`src/rtl/memory_load_sequencer.sv`:
```
// Multicycle load sequencer feeding the load-size extension unit: issues a word-aligned
// read, waits MEM_LATENCY cycles, captures a lane-shifted word. Optional: LOAD_ALIGN_CHECK_EN.
module memory_load_sequencer #(
    parameter int unsigned MEM_LATENCY = 1
) (
    input  logic        clk,
    input  logic        reset,
    input  logic        load_request,
    input  logic [1:0]  load_size,
    input  logic [31:0] load_address,
    output logic [31:0] mem_address,
    output logic        mem_read,
    input  logic [31:0] mem_data_in,
    output logic [31:0] mdr_data,
    output logic [1:0]  load_size_ctrl,
    output logic        load_busy,
    output logic        load_done,
    output logic        load_fault
);

    localparam int unsigned CNT_W = 4;

    typedef enum logic [2:0] {
        S_IDLE  = 3'd0,
        S_ISSUE = 3'd1,
        S_WAIT  = 3'd2,
`ifdef LOAD_ALIGN_CHECK_EN
        S_FAULT = 3'd4,
`endif
        S_DONE  = 3'd3
    } state_t;

    state_t             state_q;
    state_t             state_d;
    logic [CNT_W-1:0]   cnt_q;
    logic [1:0]         addr_lo_q;
    logic               accept_c;
    logic               capture_c;
    logic               reject_c;
    logic [31:0]        shifted_c;

    assign accept_c  = (state_q == S_IDLE) && load_request;
    assign capture_c = (state_q == S_WAIT) && (cnt_q == CNT_W'(1));

    // Misalignment and illegal-size detection on the incoming request
`ifdef LOAD_ALIGN_CHECK_EN
    always_comb begin
        reject_c = 1'b0;
        case (load_size)
            2'b00:   reject_c = (load_address[1:0] != 2'b00);
            2'b01:   reject_c = load_address[0];
            2'b10:   reject_c = 1'b0;
            default: reject_c = 1'b1;
        endcase
    end
`else
    assign reject_c = 1'b0;
`endif

    always_ff @(posedge clk or negedge reset) begin
        if (!reset) state_q <= S_IDLE;
        else        state_q <= state_d;
    end

    always_comb begin
        state_d = state_q;
        case (state_q)
            S_IDLE: begin
                if (load_request) begin
`ifdef LOAD_ALIGN_CHECK_EN
                    state_d = reject_c ? S_FAULT : S_ISSUE;
`else
                    state_d = S_ISSUE;
`endif
                end
            end
            S_ISSUE: state_d = S_WAIT;
            S_WAIT:  if (cnt_q == CNT_W'(1)) state_d = S_DONE;
            S_DONE:  state_d = S_IDLE;
`ifdef LOAD_ALIGN_CHECK_EN
            S_FAULT: state_d = S_IDLE;
`endif
            default: state_d = S_IDLE;
        endcase
    end

    // Right-justify the addressed lane; upper bits are masked downstream
    always_comb begin
        shifted_c = mem_data_in;
        case (load_size_ctrl)
            2'b10:   shifted_c = mem_data_in >> {addr_lo_q, 3'b000};
            2'b01:   shifted_c = mem_data_in >> {addr_lo_q[1], 4'b0000};
            default: shifted_c = mem_data_in;
        endcase
    end

    always_ff @(posedge clk or negedge reset) begin
        if (!reset) begin
            mem_read       <= 1'b0;
            load_busy      <= 1'b0;
            load_done      <= 1'b0;
            mem_address    <= 32'd0;
            addr_lo_q      <= 2'b00;
            load_size_ctrl <= 2'b00;
            cnt_q          <= '0;
            mdr_data       <= 32'd0;
        end else begin
            mem_read  <= (state_d == S_ISSUE);
            load_busy <= (state_d != S_IDLE);
            load_done <= (state_d == S_DONE);
            if (accept_c) begin
                mem_address    <= {load_address[31:2], 2'b00};
                addr_lo_q      <= load_address[1:0];
                load_size_ctrl <= load_size;
            end
            if (state_q == S_ISSUE)     cnt_q <= CNT_W'(MEM_LATENCY);
            else if (state_q == S_WAIT) cnt_q <= cnt_q - CNT_W'(1);
            if (capture_c) mdr_data <= shifted_c;
        end
    end

    // Fault pulse trails the FAULT state by one cycle
`ifdef LOAD_ALIGN_CHECK_EN
    always_ff @(posedge clk or negedge reset) begin
        if (!reset) load_fault <= 1'b0;
        else        load_fault <= (state_q == S_FAULT);
    end
`else
    assign load_fault = 1'b0;
`endif

endmodule

```
`config.mk`:
```
export PLATFORM = sky130hd
export DESIGN_NAME = memory_load_sequencer
export DESIGN_NICKNAME = d
export VERILOG_FILES = /design/src/rtl/memory_load_sequencer.sv
export SDC_FILE = /design/constraint.sdc
export NUM_CORES = 1
export LEC_CHECK = 0
export CAP_MARGIN = 20
export CORE_MARGIN = 2
export CORE_UTILIZATION = 40
export DETAILED_ROUTE_END_ITERATION = 10
export GPL_ROUTABILITY_DRIVEN = 0
export HOLD_SLACK_MARGIN = 0.12
export PLACE_DENSITY_LB_ADDON = 0.05
export SYNTH_ARGS = -nofsm -noshare
export SYNTH_HDL_FRONTEND = slang
export SYNTH_SLANG_ARGS = --single-unit
```
`constraint.sdc`:
```
create_clock -name clk -period 1.9 [get_ports clk]
set_input_delay 0.38 -clock clk [delete_from_list [all_inputs] [get_ports clk]]
set_output_delay 0.38 -clock clk [all_outputs]
set_load 0.1 [all_outputs]
```
# == Word-level counts from Yosys, hierarchy flattened ==
# Cells that the tools add are included.
# W data, S select, Z words.
# totals
register_bits,76
latchBits,0
ramBits,0
romBits,0
out_inout_bits,70
word_cells,30
memories,0
# classes
add_sub_neg,1
mul,0
div_mod_pow,0
n_lt_le_gt_ge,0
n_eq_ne,7
n_shift,2
mux,6
n_bitwise,0
n_reduce_logical,5
# op_table
op,count
$pmux W32 S2,1
$shr A32 B5 Y32,2
$pmux W3 S3,1
$mux W4,2
$eq A3 B1 Y1 const B,2
$eq A3 B2 Y1 const B,2
$mux W3,2
$eq A4 B1 Y1 const B,1
$sub A4 B1 Y4 const B,1
$logic_not A3 Y1,1
$reduce_bool A3 Y1,1
$eq A2 B1 Y1 const B,1
$eq A2 B2 Y1 const B,1
$logic_and A1 B1 Y1,2
$reduce_bool A2 Y1,1

# == Logic depth before layout (Yosys ltp) ==
# Gate-level depths: netlist of run 1.
# logic_depth
depth_word,4
mapped_depth,8

# == Worst setup path after synthesis of run 1 ==
# OpenSTA, ideal clock, no wires.
# synth_path
path_kind,reg2reg
from,register load_size_ctrl[1]
to,register mdr_data[4]
arrival_time_ns,2.163
required_time_ns,1.775
setup_slack_ns,-0.388
path_stages_with_launch,7
n_path_buf,1
synth_period_minus_slack_ns,2.288
cell_sequence,dfrtp_1 inv_1 ha_1 clkbuf_1 or3_1 o22ai_1 o21ai_1
# synth_via
elab_chain_cells,2
word_cells_on_any_way,3
classes_between,2 x eq/ne; 1 x mux
# synth_lines
item,line,rtl
"start, declared",15,"output logic [1:0] load_size_ctrl,"
"start signal, assigned",114,load_size_ctrl <= load_size;
$eq A2 B1 Y1 / $eq A2 B2 Y1 (equally long branches),90,case (load_size_ctrl)
$pmux W32 S2 (*),90,
"end signal, assigned",118,if (capture_c) mdr_data <= shifted_c;
"end, declared",14,"output logic [31:0] mdr_data,"
# Every way passes the cells marked *; elsewhere a longest branch is shown, timed or not.
# A chain may end at the register's enable or synchronous reset.

# == Worst setup path in the final report of run 1 ==
# layout_path
from,register load_size_ctrl[1]
to,register mdr_data[21]
# Same word-level chain as after synthesis.

==> results of run 1 <==
[routing by layer]
| layer | global-route usage, % | vias up |
|---|---|---|
| met3 | 4.65 | 12 |
| met2 | 30.3 | 146 |
| met1 | 27.7 | 1402 |
| met4 | 6.84 | 0 |
| li1 | - | 1388 |
| met5 | 0 | - |
[cells in the mapped netlist (2+ instances only)]
| cell | count | area (um2) |
|---|---|---|
| mux2_1 | 2 | 22.5 |
| a22o_1 | 8 | 70.1 |
| a311o_1 | 2 | 20.0 |
| dfrtp_1 | 76 | 1900 |
| o21ai_1 | 13 | 65.1 |
| nor2_1 | 24 | 90.1 |
| or3_1 | 2 | 12.5 |
| o21ai_2 | 10 | 87.6 |
| mux2_2 | 36 | 405 |
| nor2_4 | 2 | 22.5 |
| a221oi_2 | 4 | 60.1 |
| o21ai_0 | 10 | 50.1 |
| buf_6 | 3 | 33.8 |
| buf_2 | 11 | 55.1 |
| nand2_1 | 21 | 78.8 |
| inv_1 | 7 | 26.3 |
| nand2b_1 | 3 | 18.8 |
| o22ai_1 | 8 | 50.1 |
| a21oi_2 | 2 | 17.5 |
| nor3_1 | 3 | 15.0 |
| a221oi_1 | 11 | 96.3 |
| buf_4 | 7 | 52.6 |
| a21oi_1 | 14 | 70.1 |
| ha_1 | 3 | 37.5 |
[through the flow]
step	std cells	cell area (um2)	TNS (ns)	setup slack [ns]	utilization, %
floorplan	303	3560	0	0.00384	-
global placement	545	5220	0	0.0432	60.5
detailed placement	545	5220	0	0.0336	60.5
CTS	562	5500	0	0.0156	63.7
global route	563	5540	-0.496	-0.0530	64.1
finish	563	5540	0	0.0239	64.1
[area by class of cell]
type	count	share of cell area, %
flip-flops and latches	76	34.5
repair buffers	158	30.6
multi-input cells	197	26.9
clock buffers	10	2.49
well taps	108	2.44
clock inverters	6	2.42
inverters	8	0.633
[worst max-delay path, cell delays in order (launching register included)]
cell and delay (ns):
dfrtp_4 0.48, inv_1 0.10, ha_2 0.29, buf_4 0.17
clkinvlp_4 0.14, o21ai_2 0.18, a221oi_2 0.35, nor2_1 0.06
[registers in the layout, indices dropped and copies added, names as in the netlist]
signal,count
cnt_q,4
mem_address,30
mdr_data,32
state_q,3
addr_lo_q,2
mem_read,1
load_busy,1
load_size_ctrl,2
load_done,1
[kinds of logic after synthesis]
| kind of cell | share of synthesized area (%) |
|---|---|
| compound gates | 18.0 |
| xor+xnor | 0.247 |
| fa+ha+maj | 1.06 |
| buf+inv | 5.40 |
| flops | 53.7 |
| mux | 12.1 |
| other cells | 0.106 |
| simple gates | 9.46 |
[worst min-delay path by stage]
stage | to | startpoint | slack, ns | cells after the start
4_1_cts | mem_address[30] | mem_address[30] | 0.50 | 1
6_report | mem_address[30] | mem_address[30] | 0.50 | 1
3_5_place_dp | cnt_q[2] | reset | 0.40 | 1
2_1_floorplan | addr_lo_q[0] | reset | 0.08 | 0
5_1_grt | mem_address[30] | mem_address[30] | 0.52 | 1
3_3_place_gp | state_q[2] | reset | 0.40 | 1
[repair_timing]
item / in CTS / in global routing
hold endpoints to repair: 36 / 0
gates resized for setup: 0 / 6
setup endpoints to repair: 0 / 18
hold buffers: 1 / 0
==> impl_metrics.csv, run 1 <==
group,metric,value,unit
status,outcome,"finished, final reports clean",
clocking,clock_sinks,76,
logic_synthesis,synth_edf_count,0,
drt,num_vias,2948,
final_layout,layout_common_cells,"dfrtp_1, clkdlybuf4s50_1, buf_4, mux2_2, buf_12",
logic_synthesis,synthFlopType,"dfrtp_1",
setup_path,worstSetupStartpointType,"flip-flop",
floorplanning,dieHeight,98.1,um
drt,wl_met3,744,um
drt,wl_met1,4200,um
logic_synthesis,yosysUniqueCellTypes,42,
drt,drcViolationCount,0,
sta,finalSetupViolCount,0,
flow_run,cap_violations,0,
global_routing,antenna_found_initial,0,
setup_path,r2r-end,"mdr_data[21]",
floorplanning,die_w,98.1,um
final_layout,nets,522,
clocking,clk_pin_slew_worst_paths,0.08,ns
hold_path,min_path_type,"reg2reg",
clocking,insertion_delay,0.35,ns
global_routing,grt_max_degree,39,
global_routing,grt_pass1_vias,2971,
final_layout,n_antenna_cell,0,
drt,wl_per_cell,16.6,um
placement,io_buffers,135,
sta,slew_headroom,64.7,%
setup_path,cp.arrival,2.11,ns
sta,fin_worst_skew,0.00823,ns
clocking,cts_made_buffers,9,
setup_path,endpoint,"mdr_data[21]",
logic_synthesis,synth_cells,300,
final_layout,mostFrequentLayoutCell,"dfrtp_1",
clocking,clockRootBuffer,"clkbuf_8",
logic_synthesis,synthArstFlopShare,100,%
sta,hold_violations,0,
setup_path,path_class,"reg2reg",
logic_synthesis,yosysWarnings,0,
setup_path,critPathLaunch,"load_size_ctrl[1]",
drt,via_per_inst,5.24,
drt,wl,9350,um
drt,top_layer,"met4",
setup_path,rrSetupSlack,0.02,ns
final_layout,drive_gt1_share,38.5,%
sta,fin_crit_sh,98.7,%
final_layout,multi_input_area,1490,um2
drt,ant_nets,0,
floorplanning,fp.coreArea,8640,um2
global_routing,grt_pass1_wl,15200,um
global_routing,overflow,0,
final_layout,seq_area,1910,um2
logic_synthesis,syn-cell-area,3540,um2
floorplanning,row_count,34,
drt,dr.first_iter.drc_count,180,
drt,dr.pass1.iters,4,
logic_synthesis,ys_ff_latch,76,
placement,hpwl,6860,um
final_layout,n_fill_cell,673,
global_routing,grt_usage,19.8,%
clocking,post_cts_buffers,0,
floorplanning,io_pins,139,
drt,wl_met2,4270,um
final_layout,syn_to_final_growth,56.2,%
sta,finalCriticalPeriod,1.88,ns
floorplanning,initial_core_util,41.0,%
logic_synthesis,syn_avg_cell_area,11.8,um2
sta,rsz0062_at_grt,"yes",
setup_path,r2r_start,"load_size_ctrl[1]",
setup_path,worstSetupEndpointType,"flip-flop",
sta,clock.fmax,0.533,GHz
clocking,cts_tree,"done",
sta,hold-worst-slack,0.498,ns
sta,worst_pin_slew,0.530,ns
sta,drv_slew,0,
floorplanning,die_area,9630,um2
setup_path,cp.required,2.13,ns
logic_synthesis,synth-seq-area-share,53.7,%
setup_path,path_max_fanout,8,
clocking,htree_levels,3,
clocking,cts_buffer_depth,2,
setup_path,ff2ff_path_depth,7,
Power of run 1 is left out: the tool's default activity adds up to more than one toggle a clock period on the data nets, which glitch-free logic cannot reach.
==> run 2: changes to the inputs <==
--- a/config.mk
+++ b/config.mk
@@ -12,6 +12,7 @@
 export GPL_ROUTABILITY_DRIVEN = 0
 export HOLD_SLACK_MARGIN = 0.12
 export PLACE_DENSITY_LB_ADDON = 0.05
+export SETUP_SLACK_MARGIN = 0.02
 export SYNTH_ARGS = -nofsm -noshare
 export SYNTH_HDL_FRONTEND = slang
 export SYNTH_SLANG_ARGS = --single-unit
==> constraint.sdc (replaced) <==
create_clock -name clk -period 1.81 [get_ports clk]
set_input_delay 0.362 -clock clk [delete_from_list [all_inputs] [get_ports clk]]
set_output_delay 0.362 -clock clk [all_outputs]
set_load 0.1 [all_outputs]
==> impl_metrics.csv, run 2 (synthesis gave the netlist of run 1 again) <==
group,metric,value,unit
setup_path,path_class,"reg2reg",
drt,dr.first_iter.drc_count,134,
placement,dpl_cell_area,5760,um2
setup_path,worstSetupEndpointType,"flip-flop",
clocking,cts_buffer_depth,2,
sta,clock.fmax,0.577,GHz
drt,wl_met3,738,um
sta,drv_slew,0,
flow_run,cap_violations,0,
clocking,clock_sinks,76,
drt,num_vias,3004,
drt,wl_met1,3960,um
sta,finalCriticalPeriod,1.73,ns
final_layout,n_fill_cell,618,
sta,rsz0062_at_grt,"yes",
global_routing,antenna_found_initial,0,
setup_path,worstSetupStartpointType,"flip-flop",
final_layout,syn_to_final_growth,71.0,%
final_layout,final_cells,563,
global_routing,grt_pass1_wl,15600,um
final_layout,regMostFlops,"mdr_data",
drt,wl_per_cell,17.3,um
final_layout,nets,522,
global_routing,grt_pass1_vias,3099,
sta,hold-worst-slack,0.488,ns
global_routing,grt_max_degree,32,
final_layout,top_regs,"mdr_data x32, mem_address x30, cnt_q x4",
global_routing,grt_usage,20.7,%
floorplanning,fp.coreArea,8640,um2
clocking,insertion_delay,0.35,ns
final_layout,largest_reg_flops,32,
floorplanning,die_w,98.1,um
clocking,clockRootBuffer,"clkbuf_8",
status,outcome,"finished, final reports clean",
setup_path,cp.arrival,1.97,ns
sta,tns,0,ns
final_layout,multi_input_area,1530,um2
final_layout,seq_area,1910,um2
global_routing,overflow,0,
clocking,cts_made_buffers,9,
placement,dp.cells,543,
power_and_ir_drop,power,12.5,mW
power_and_ir_drop,ir_drop,1.10,mV
floorplanning,row_count,34,
clocking,cts_tree,"done",
floorplanning,io_pins,139,
drt,ant_nets,0,
floorplanning,dieHeight,98.1,um
sta,hold_violations,0,
sta,finalSetupViolCount,0,
drt,top_layer,"met4",
drt,wl,9720,um
drt,via_per_inst,5.34,
power_and_ir_drop,power_density,2060,nW/um2
setup_path,rrSetupSlack,0.08,ns
placement,io_buffers,135,
floorplanning,initial_core_util,41.0,%
drt,wl_met2,4840,um
clocking,clk_pin_slew_worst_paths,0.08,ns
power_and_ir_drop,leakage,2.59,nW
clocking,htree_levels,3,
setup_path,path_max_fanout,9,
sta,fin_worst_skew,0.00912,ns
final_layout,drive_gt1_share,40.0,%
drt,drcViolationCount,0,
floorplanning,die_area,9630,um2
setup_path,cp.required,2.05,ns
sta,fin_crit_sh,95.8,%
hold_path,min_path_type,"in2async",
final_layout,layout_common_cells,"dfrtp_1, buf_12, clkdlybuf4s50_1, mux2_2, nor2_1",
final_layout,n_antenna_cell,0,
final_layout,design_area,6060,um2
drt,dr.pass1.iters,4,
final_layout,mostFrequentLayoutCell,"dfrtp_1",
placement,hpwl,7280,um
run 2: cell types whose count changed in the layout (fill, tap and decap cells not counted), moves of 2 or more:
| cell | before | now |
|---|---|---|
| a221oi_1 | 9 | 5 |
| a221oi_2 | 6 | 10 |
| buf_12 | 27 | 70 |
| buf_4 | 63 | 21 |
| bufinv_16 | 4 | 2 |
| clkinv_2 | 2 | 4 |
run 2: cell type report:
cell class | count | share of cell area [%]
Clock buffer | 9 | 2.04
Tap cell | 108 | 2.23
Timing Repair Buffer | 159 | 37.0
Sequential cell | 76 | 31.5
Inverter | 8 | 0.516
Clock inverter | 7 | 1.51
Multi-Input combinational cell | 196 | 25.2
run 2: critical path: stages (launching register included):
cell and delay, ns:
dfrtp_4 0.52, ha_4 0.27, buf_4 0.18, or3_4 0.38
o22ai_1 0.19, o21ai_1 0.09
run 2: worst paths after layout:
path                                   end               from  cells past startpoint
setup / recovery               mdr_data[4]  load_size_ctrl[0]                      5
hold / removal             mem_address[13]              reset                      2
setup reg to reg               mdr_data[4]  load_size_ctrl[0]                      5
hold reg to reg                mdr_data[7]        mdr_data[7]                      2
max in group asynchronous      mdr_data[2]              reset                      3
min in group clk               mdr_data[7]        mdr_data[7]                      2
run 2: power by group:
part | switching [mW] | internal [mW] | leakage (nW)
logic | 5.14 | 2.97 | 1.58
clock network | 0.655 | 0.771 | 0.109
registers | 0.642 | 2.29 | 0.902
total | 6.44 | 6.02 | 2.59
run 2: what timing repair did:
item,in CTS,in global routing
hold buffers,1,0
setup endpoints to repair,1,19
buffers inserted,0,3
gates resized for setup,0,7
pin swaps,1,3
hold endpoints to repair,28,0
run 2: metrics by stage:
stage,util [%],setup WS (ns)
after global placement,66.6,-0.0254
after floorplan,-,-0.0334
after CTS,69.3,0.0243
after detailed placement,66.6,-0.0587
after global routing,70.2,-0.0139
final,70.2,0.0763
run 2: metal layers:
metal / vias up / global-route usage [%]
met4: 0 / 8.12
met1: 1499 / 26.0
met2: 108 / 33.6
met5: - / 0
li1: 1380 / -
met3: 17 / 6.44
Power figures use the tool's default switching activity.
==> RTL edit (flow settings as in run 1) <==
Build with the macro `LOAD_ALIGN_CHECK_EN` defined.
--- a/src/rtl/memory_load_sequencer.sv
+++ b/src/rtl/memory_load_sequencer.sv
@@ -1,4 +1,6 @@
 // Multicycle load sequencer feeding the load-size extension unit: issues a word-aligned
 // read, waits MEM_LATENCY cycles, captures a lane-shifted word. Optional: LOAD_ALIGN_CHECK_EN.
+`define LOAD_ALIGN_CHECK_EN
+
 module memory_load_sequencer #(
     parameter int unsigned MEM_LATENCY = 1
Behaviour: not the same (Yosys sat finds a counterexample within 4 cycles, from zero or initial values and one cycle with reset low).
==> RTL edit against run 1 <==
- setup slack better by 0.11 ns
- design area rose by 0.72%
- sequential cell count increased by 1
- cell count down 0.71%
- wire length increased by 1.9%
- clock skew grew 0.0037 ns
- critical path type unchanged
- first-iteration DRC count is 48% lower
- critical endpoint is now mdr_data[6]
- fmax grew 6.2%
- area after synthesis up 5.6%
- sequential share of layout area rose by 0.20 points
Power is not shown: default switching activity piles up to over one toggle a cycle in this logic, so the estimate is an artifact.
==> RTL edit: results (changes against run 1) <==
clk_skew -> 0.0120 ns (+0.00373 ns)
fin nets -> 515 (-1.3%)
Port-buffer cells -> 136 (+0.74%)
post-synthesis xor/xnor area fraction -> 0.234% (-0.013 points)
ant diodes -> 0 (unchanged)
Crit path largest cell delay -> 0.49 ns
Hold/Removal Path Class -> reg2reg
Reg clk slew, reported paths -> 0.08 ns (about the same)
cell family with most CP delay -> flip-flops
drt via density -> 5.22 (-0.34%)
Post-synth top cells -> dfrtp_1, o21ai_0, nand2_1
outcome -> finished clean
yosys warns -> 0 (unchanged)
Async S/R FF share, synth -> 100% (unchanged)
All-Layer GR Usage -> 19.9% (+0.13 points)
DR iter-0 viols -> 94 (-48%)
worst skew pair latency -> 0.35 ns (about the same)
initial antenna violation count -> 0 (unchanged)
Synth area leaders -> dfrtp_1, mux2_4, o21ai_0
crit path DAT -> 2.00 ns (-0.11 ns)
share of cells above drive strength 1 -> 33.3% (-5.2 points)
Max clock buf depth -> 2 (unchanged)
Synth cell types -> 51 (+21%)
DR WL/cell -> 17.0 µm (+2.7%)
H-tree depth -> 3 (unchanged)
number of global-route vias before repair -> 2980 (+0.30%)
synthesized-area fraction occupied by adder cells -> 1.00% (-0.056 points)
first-pass GRT wire length -> 15700 µm (+3.6%)
largest net degree at the start of global routing -> 49 (+26%)
mux share of post-synthesis cell area -> 13.8% (+1.7 points)
HPWL after DPL -> 6880 µm (+0.30%)
ys flop type -> dfrtp_1
DRT Pass-1 Iters -> 4 (unchanged)
Root Driver -> clkbuf_8
TritonCTS Buffers -> 9 (unchanged)
pre-CTS WS -> 0.00249 ns (-0.0311 ns)
register area share after synthesis -> 51.5% (-2.2 points)
largest registers -> mdr_data x32, mem_address x30, cnt_q x4
grt ovf -> 0 (unchanged)
post-synthesis compound-gate area fraction -> 16.8% (-1.2 points)
worst-path fanout max -> 14 (+6)
RTL edit: cell types whose count changed in the layout (fill, tap and decap cells not counted), sizes merged, moves of 4 or more:
cell,change
o221ai,+4
o22ai,-6
nor2,-6
nor2b,+4
mux2i,+8
mux2,-6
buf,-8
RTL edit: through the flow:
step           cells  area, µm²
2_1_floorplan    303       3770
3_3_place_gp     542       5320
3_5_place_dp     542       5320
4_1_cts          559       5570
5_1_grt          559       5580
6_report         559       5580
RTL edit: final timing paths:
path                              startpoint              end  slack [ns]  cells after the start
min                              mdr_data[3]      mdr_data[3]        0.49                      2
min in group asynchronous              reset  mem_address[15]        0.50                      2
min reg2reg                      mdr_data[3]      mdr_data[3]        0.49                      2
max reg2reg                load_size_ctrl[1]      mdr_data[6]        0.13                      5
max                        load_size_ctrl[1]      mdr_data[6]        0.13                      5
max in group asynchronous              reset     addr_lo_q[0]        0.78                      3
RTL edit: area by class of cell:
cell class	count	area [µm²]
clock buffer	10	128
multi-input combinational	198	1610
clock inverter	6	111
sequential	77	1930
tap	111	139
inverter	7	31.3
timing repair buffer	150	1620
fill	783	3580
RTL edit: cell families after synthesis:
group                    count (synthesis)
AO/OA/AOI/OAI                           86
XOR/XNOR                                 1
adder cells (fa/ha/maj)                  3
buffers and inverters                   28
flip-flops                              77
multiplexers                            40
other                                    1
AND/OR/NAND/NOR                         66
RTL edit: metal layers:
layer  global-route usage [%]  vias to the layer above  wire length, µm
li1                         -                     1381                -
met1                     26.4                     1438             4230
met2                     31.8                       88             4640
met3                     4.51                       10              518
met4                     7.38                        0              138
met5                        0                        -                0
RTL edit: what timing repair did:
item                                    4_1_cts  5_1_grt
hold endpoints to repair                     29        0
hold buffers                                  1        0
buffers inserted                              0        0
gates resized for setup                       0        2
endpoints found under the setup margin        0       15
